===== config.mk =====
export PLATFORM = sky130hd
export DESIGN_NAME = message_frame_ctrl
export DESIGN_NICKNAME = d
export VERILOG_FILES = /design/src/rtl/message_pkg.sv /design/src/rtl/message_csum_acc.sv /design/src/rtl/message_frame_ctrl.sv
export SDC_FILE = /design/constraint.sdc
export NUM_CORES = 1
export LEC_CHECK = 0
export ABC_CLOCK_PERIOD_IN_PS = 2500
export CORE_AREA = 2 2 114 72
export CTS_CLUSTER_DIAMETER = 200
export DETAILED_ROUTE_END_ITERATION = 12
export DIE_AREA = 0 0 116 74
export PLACE_DENSITY = 0.75
export SYNTH_ARGS = -nofsm -noshare
export SYNTH_HDL_FRONTEND = slang
export SYNTH_SLANG_ARGS = --single-unit

===== constraint.sdc =====
create_clock -name clk -period 2.5 [get_ports clk]
set_clock_uncertainty 0.2 [all_clocks]
set_input_delay 0.5 -clock clk [delete_from_list [all_inputs] [get_ports clk]]
set_output_delay 0.5 -clock clk [all_outputs]
set_load 0.03 [all_outputs]

===== src/rtl/message_pkg.sv =====
`default_nettype none
// ============================================================================
// Module      : message_pkg
// Description : Shared frame constants, FSM state type and the 8-bit
//               modulo-256 byte-sum helper for the message frame controller.
// Revision    : 1.0 - initial release
// ============================================================================
package message_pkg;

  localparam int         FRAME_BYTES = 5;      // cluster0..3 + csum_cluster
  localparam int         DATA_BYTES  = 4;      // bytes forwarded downstream
  localparam logic [7:0] CSUM_OK     = 8'h00;  // sum of a good frame

  typedef enum logic [1:0] {
    COLLECT = 2'd0,
    CHECK   = 2'd1,
    OUTPUT  = 2'd2
  } state_t;

  // Modulo-256 sum of two bytes; the carry out is deliberately dropped.
  function automatic logic [7:0] byte_sum(input logic [7:0] a,
                                          input logic [7:0] b);
    return a + b;
  endfunction

endpackage
`default_nettype wire


===== src/rtl/message_csum_acc.sv =====
`default_nettype none
// ============================================================================
// Module      : message_csum_acc
// Description : 8-bit modulo-256 checksum accumulator with clear and
//               add-enable. sum_zero flags that the running sum plus the
//               byte currently on din would equal CSUM_OK, so the verdict for
//               the final (checksum) byte is available on the same cycle the
//               byte is accepted.
// Ports       : clk, rst_n   - clock, asynchronous active-low reset
//               clear        - return the accumulator to zero (wins over add)
//               add_en       - add din into the accumulator
//               din [7:0]    - byte to add
//               sum [7:0]    - current accumulator value
//               sum_zero     - (sum + din) mod 256 == CSUM_OK
// Revision    : 1.0 - initial release
// ============================================================================
module message_csum_acc
  import message_pkg::*;
(
  input  logic       clk,
  input  logic       rst_n,
  input  logic       clear,
  input  logic       add_en,
  input  logic [7:0] din,
  output logic [7:0] sum,
  output logic       sum_zero
);

  logic [7:0] w_sum_next;

  assign w_sum_next = byte_sum(sum, din);
  assign sum_zero   = (w_sum_next == CSUM_OK);

  always_ff @(posedge clk or negedge rst_n) begin
    if (!rst_n) begin
      sum <= 8'h00;
    end else if (clear) begin
      sum <= 8'h00;
    end else if (add_en) begin
      sum <= w_sum_next;
    end
  end

endmodule
`default_nettype wire


===== src/rtl/message_frame_ctrl.sv =====
`default_nettype none
// ============================================================================
// Module      : message_frame_ctrl
// Description : Assembles 5-byte frames (cluster0..3, csum_cluster) from a
//               valid/ready byte stream, forwards checksum-good frames as a
//               32-bit word on a valid/ready output, and drops and counts bad
//               frames in a saturating counter.
// Build macro : FRAME_TIMEOUT_EN - when defined, a partial frame that sees
//               TIMEOUT_CYC consecutive cycles without a transfer is
//               discarded and counted as a bad frame.
// Ports       : clk, rst_n      - clock, asynchronous active-low reset
//               in_data/valid/ready   - byte input handshake
//               out_data/valid/ready  - frame output handshake,
//                                       cluster0 in out_data[31:24]
//               frame_err        - one-cycle pulse per bad frame
//               err_cnt          - saturating bad-frame count
//               busy             - not idle in COLLECT with byte index 0
// Revision    : 1.0 - initial release
// ============================================================================
module message_frame_ctrl
  import message_pkg::*;
#(
  parameter int ERR_CNT_W   = 8,
  parameter int TIMEOUT_CYC = 16
) (
  input  logic                 clk,
  input  logic                 rst_n,
  input  logic [7:0]           in_data,
  input  logic                 in_valid,
  output logic                 in_ready,
  output logic [31:0]          out_data,
  output logic                 out_valid,
  input  logic                 out_ready,
  output logic                 frame_err,
  output logic [ERR_CNT_W-1:0] err_cnt,
  output logic                 busy
);

  localparam logic [2:0] C_LAST_IDX = 3'(FRAME_BYTES - 1);

  // A zero or negative timeout would make the counter compare meaningless.
  if (TIMEOUT_CYC < 1) begin : g_timeout_check
    $error("TIMEOUT_CYC must be at least 1");
  end

  state_t     r_state;
  state_t     w_state_next;
  logic [2:0] r_idx;
  logic [7:0] r_slot [DATA_BYTES];
  logic       r_sum_ok;

  logic       w_xfer;
  logic       w_last;
  logic       w_check_bad;
  logic       w_timeout_hit;
  logic       w_acc_clear;
  logic       w_acc_add;
  logic       w_sum_zero;
  logic [7:0] w_acc_sum;

  assign in_ready    = (r_state == COLLECT);
  assign w_xfer      = in_valid && in_ready;
  assign w_last      = (r_idx == C_LAST_IDX);
  assign w_check_bad = (r_state == CHECK) && !r_sum_ok;
  assign frame_err   = w_check_bad || w_timeout_hit;
  assign busy        = !((r_state == COLLECT) && (r_idx == 3'd0));

  // The checksum byte is never added: its verdict is taken from sum_zero on
  // the accepting cycle and the accumulator is cleared for the next frame.
  assign w_acc_clear = (w_xfer && w_last) || w_timeout_hit;
  assign w_acc_add   = w_xfer && !w_last;

  message_csum_acc u_csum_acc (
    .clk      (clk),
    .rst_n    (rst_n),
    .clear    (w_acc_clear),
    .add_en   (w_acc_add),
    .din      (in_data),
    .sum      (w_acc_sum),
    .sum_zero (w_sum_zero)
  );

`ifdef FRAME_TIMEOUT_EN
  localparam int TO_W = $clog2(TIMEOUT_CYC + 1);
  localparam logic [TO_W-1:0] C_TO_FIRE = TO_W'(TIMEOUT_CYC - 1);

  logic [TO_W-1:0] r_to_cnt;

  // Fires on the TIMEOUT_CYC-th idle cycle of a partial frame; a transfer on
  // that same cycle suppresses it and the byte is taken instead.
  assign w_timeout_hit = (r_state == COLLECT) && (r_idx != 3'd0) &&
                         !w_xfer && (r_to_cnt == C_TO_FIRE);

  always_ff @(posedge clk or negedge rst_n) begin
    if (!rst_n) begin
      r_to_cnt <= '0;
    end else if (w_xfer || (r_state != COLLECT) || (r_idx == 3'd0) ||
                 w_timeout_hit) begin
      r_to_cnt <= '0;
    end else begin
      r_to_cnt <= r_to_cnt + 1'b1;
    end
  end
`else
  assign w_timeout_hit = 1'b0;
`endif

  // --------------------------------------------------------------------------
  // State machine
  // --------------------------------------------------------------------------
  always_ff @(posedge clk or negedge rst_n) begin
    if (!rst_n) begin
      r_state <= COLLECT;
    end else begin
      r_state <= w_state_next;
    end
  end

  always_comb begin
    w_state_next = r_state;
    case (r_state)
      COLLECT: if (w_xfer && w_last)         w_state_next = CHECK;
      CHECK:   w_state_next = r_sum_ok ? OUTPUT : COLLECT;
      OUTPUT:  if (out_valid && out_ready)   w_state_next = COLLECT;
      default: w_state_next = COLLECT;
    endcase
  end

  // --------------------------------------------------------------------------
  // Byte index, slots and checksum verdict
  // --------------------------------------------------------------------------
  always_ff @(posedge clk or negedge rst_n) begin
    if (!rst_n) begin
      r_idx    <= 3'd0;
      r_sum_ok <= 1'b0;
    end else if (w_timeout_hit) begin
      r_idx    <= 3'd0;
    end else if (w_xfer) begin
      if (w_last) begin
        r_idx    <= 3'd0;
        r_sum_ok <= w_sum_zero;
      end else begin
        r_idx    <= r_idx + 3'd1;
      end
    end
  end

  // Slots carry no reset: they are only observable through out_data, which
  // is loaded from them after a complete frame has been written.
  always_ff @(posedge clk) begin
    if (w_xfer && !w_last) begin
      r_slot[r_idx[1:0]] <= in_data;
    end
  end

  // --------------------------------------------------------------------------
  // Output register and error counter
  // --------------------------------------------------------------------------
  always_ff @(posedge clk or negedge rst_n) begin
    if (!rst_n) begin
      out_valid <= 1'b0;
      out_data  <= 32'h0;
    end else if ((r_state == CHECK) && r_sum_ok) begin
      out_valid <= 1'b1;
      out_data  <= {r_slot[0], r_slot[1], r_slot[2], r_slot[3]};
    end else if (out_valid && out_ready) begin
      out_valid <= 1'b0;
    end
  end

  always_ff @(posedge clk or negedge rst_n) begin
    if (!rst_n) begin
      err_cnt <= '0;
    end else if (frame_err && (err_cnt != {ERR_CNT_W{1'b1}})) begin
      err_cnt <= err_cnt + 1'b1;
    end
  end

endmodule
`default_nettype wire


==> reports/qor.txt <==
dominant cells by area after synthesis = dfrtp_1 (39%), edfxtp_1 (27%), mux2_2 (11%)
EDFF count, synth = 32
post-route ant nets = 0
# clock sinks = 87
Comb pwr share = 0.306
diodes inserted = 0
top post-synthesis cells by count = dfrtp_1 (55), mux2_2 (34), edfxtp_1 (32)
met2 routed WL = 3290 um
crit path kind = primary input to register
mean post-synth cell area = 15.4 um^2
vias in the first global route = 2156
clk_lat worst skew = 0.33 ns
Slew Limit Fails = 0
post-synthesis sequential area ratio = 0.667
nets = 344
mapped cell area = 3500 um^2
First-pass DRT Iterations = 4
pin count of the biggest net entering global routing = 33
TritonCTS clock tree = done
maximum clock rate = 404 MHz
Met3 Wirelength = 440 um
gr ovfl total = 0
Worst slew margin = 0.610
final worst slack = 0.0245 ns
Final Core Density = 0.626
LEAKAGE = 2.10 nW
DR iter-0 viols = 124
most numerous cell in the Yosys netlist = dfrtp_1
drc violations = 0
post-synthesis cell type count = 40
DP Wirelength = 5070 um
Finished Layout Cells = 432
area grow syn2layout = 35.2%
status = complete, no violations
sequential power share = 0.399
min-delay src = r_slot[2][4]
P_sw = 1.43 mW
CTS max path bufs = 2
DR WL/cell = 16.5 um
Tcrit/Tclk final = 0.990
P per Cell Area = 977 nW/um^2
CP Max Fanout = 5
vias post-DR = 2191
HP Class = register to register
CTS buffer count = 9
Synth top area share = 0.393
Main synth FF type = dfrtp_1
dpl cells = 415
Die Y = 74 um
Post-synth ARST share = 0.632
CTS HTree Levels = 3
Yosys reg bits = 87
# rows = 25
pre-CTS setup slack = -0.536 ns
first-pass GRT wire length = 11400 um
starting density of the core = 0.463
I/O Buffers = 55
Placer Congestion = 0.892
Syn Nets = 252
Clock transition at path regs = 0.06 ns
antenna violations before repair = 0
Critical Path AT = 2.48 ns
Final Hold Fails = 0
average vias per placed instance = 5.07
GRT Overall Usage = 0.181
setup repair bufs after CTS = 0
FF-to-FF Start = u_csum_acc.sum[0]
Pint = 3.20 mW
M1 WL = 3400 um
CP startpoint kind = primary input
CTS root buffer = clkbuf_16
DIE AREA = 8580 um^2
Die Wd = 116 um
Crit. End Element = register
clock network power share = 0.294
area leader, netlist = dfrtp_1
Worst Path Required = 2.50 ns
core area = 7570 um^2
layout cells sized above 1 = 0.278
Synth warnings = 0
switching share of total power = 0.309
# setup viols final = 0
Top Metal Used = met4
Slew @ Worst Pin = 0.585 ns
final WL = 7150 um
Tmin final = 2.48 ns
CP Launch Point = in_data[2]
max-cap violation count = 0
Max VDD drop = 0.000400 V
post-synthesis instance total = 227
setup slack, reg-to-reg = 0.07 ns
# IOs = 56
-- routing by layer --
metal / track usage / vias up
met5: 0 / -
met4: 0.0357 / 0
met3: 0.0676 / 2
met2: 0.275 / 62
met1: 0.255 / 1093
li1: - / 1034
-- state kept, by name (all words and copies together) (netlist names) --
signal	count
out_data	32
r_slot	32
err_cnt	8
u_csum_acc.sum	8
r_idx	3
r_state	2
out_valid	1
r_sum_ok	1
-- layout make-up --
| cell class | instances | area [um^2] |
|---|---|---|
| fillers | 567 | 2830 |
| flip-flops and latches | 87 | 2340 |
| multi-input cells | 128 | 1140 |
| repair buffers | 86 | 788 |
| clock buffers | 10 | 229 |
| well taps | 108 | 135 |
| clock inverters | 6 | 76.3 |
| inverters | 7 | 26.3 |
-- through the flow --
step	hold WS, ns	area [um^2]	total power [mW]	TNS (ns)
6_report	0.278	4740	4.63	0
5_1_grt	0.287	4740	4.86	-0.000763
4_1_cts	0.279	4730	4.61	0
3_5_place_dp	0.265	4400	3.24	-1.81
3_3_place_gp	0.258	4400	3.20	-1.56
2_1_floorplan	0.00441	3500	2.63	0
-- path summary, 6_finish.rpt --
| check | cells past startpoint | endpoint |
|---|---|---|
| hold reg to reg | 1 | out_data[12] |
| hold / removal | 1 | out_data[12] |
| max in group asynchronous | 3 | out_data[0] |
| setup / recovery | 7 | r_sum_ok |
| setup reg to reg | 6 | r_sum_ok |
| min in group asynchronous | 2 | err_cnt[5] |
-- what timing repair did --
item | CTS | global route
endpoints found under the setup margin | 4 | 1
hold buffers | 1 | 0
gates resized for setup | 6 | 4
pin swaps | 2 | 1
endpoints found under the hold margin | 23 | 0
-- critical path, stage by stage --
cell and delay, ns:
clkdlybuf4s50_1 0.51, ha_4 0.36, o21ai_0 0.10, or4b_2 0.61, o311ai_1 0.15, or2_2 0.19, o31ai_2 0.06
-- cells in the final DEF, fill, tap and decap left out, types with 3 or more instances in the layout --
master and instances:
a22o_1 9, nor2_1 4, and2_1 3, nand3_1 3
inv_6 3, mux2_2 34, xnor2_1 7, buf_4 29
inv_1 7, dlygate4sd2_1 4, nand2_1 6, xor2_1 4
edfxtp_1 32, a21oi_1 6, clkdlybuf4s50_1 50, dfrtp_1 55
ha_1 10, o21ai_0 5, nand4_1 3, clkbuf_16 9
-- logic make-up after synthesis --
kind of cell	after synthesis	share of synthesized area
flops	87	0.667
simple gates	36	0.0640
compound gates	34	0.0697
mux	34	0.109
fa+ha+maj	13	0.0486
buf+inv	12	0.0136
xor+xnor	11	0.0275
-- power by group through the flow --
stage	registers, mW	logic (mW)	clock network [mW]
after global routing	1.87	1.54	1.44
after CTS	1.85	1.39	1.38
after global placement	1.87	1.33	0
after detailed placement	1.87	1.38	0
after floorplan	1.90	0.727	0
final	1.85	1.42	1.36
Power figures use the tool's default switching activity.
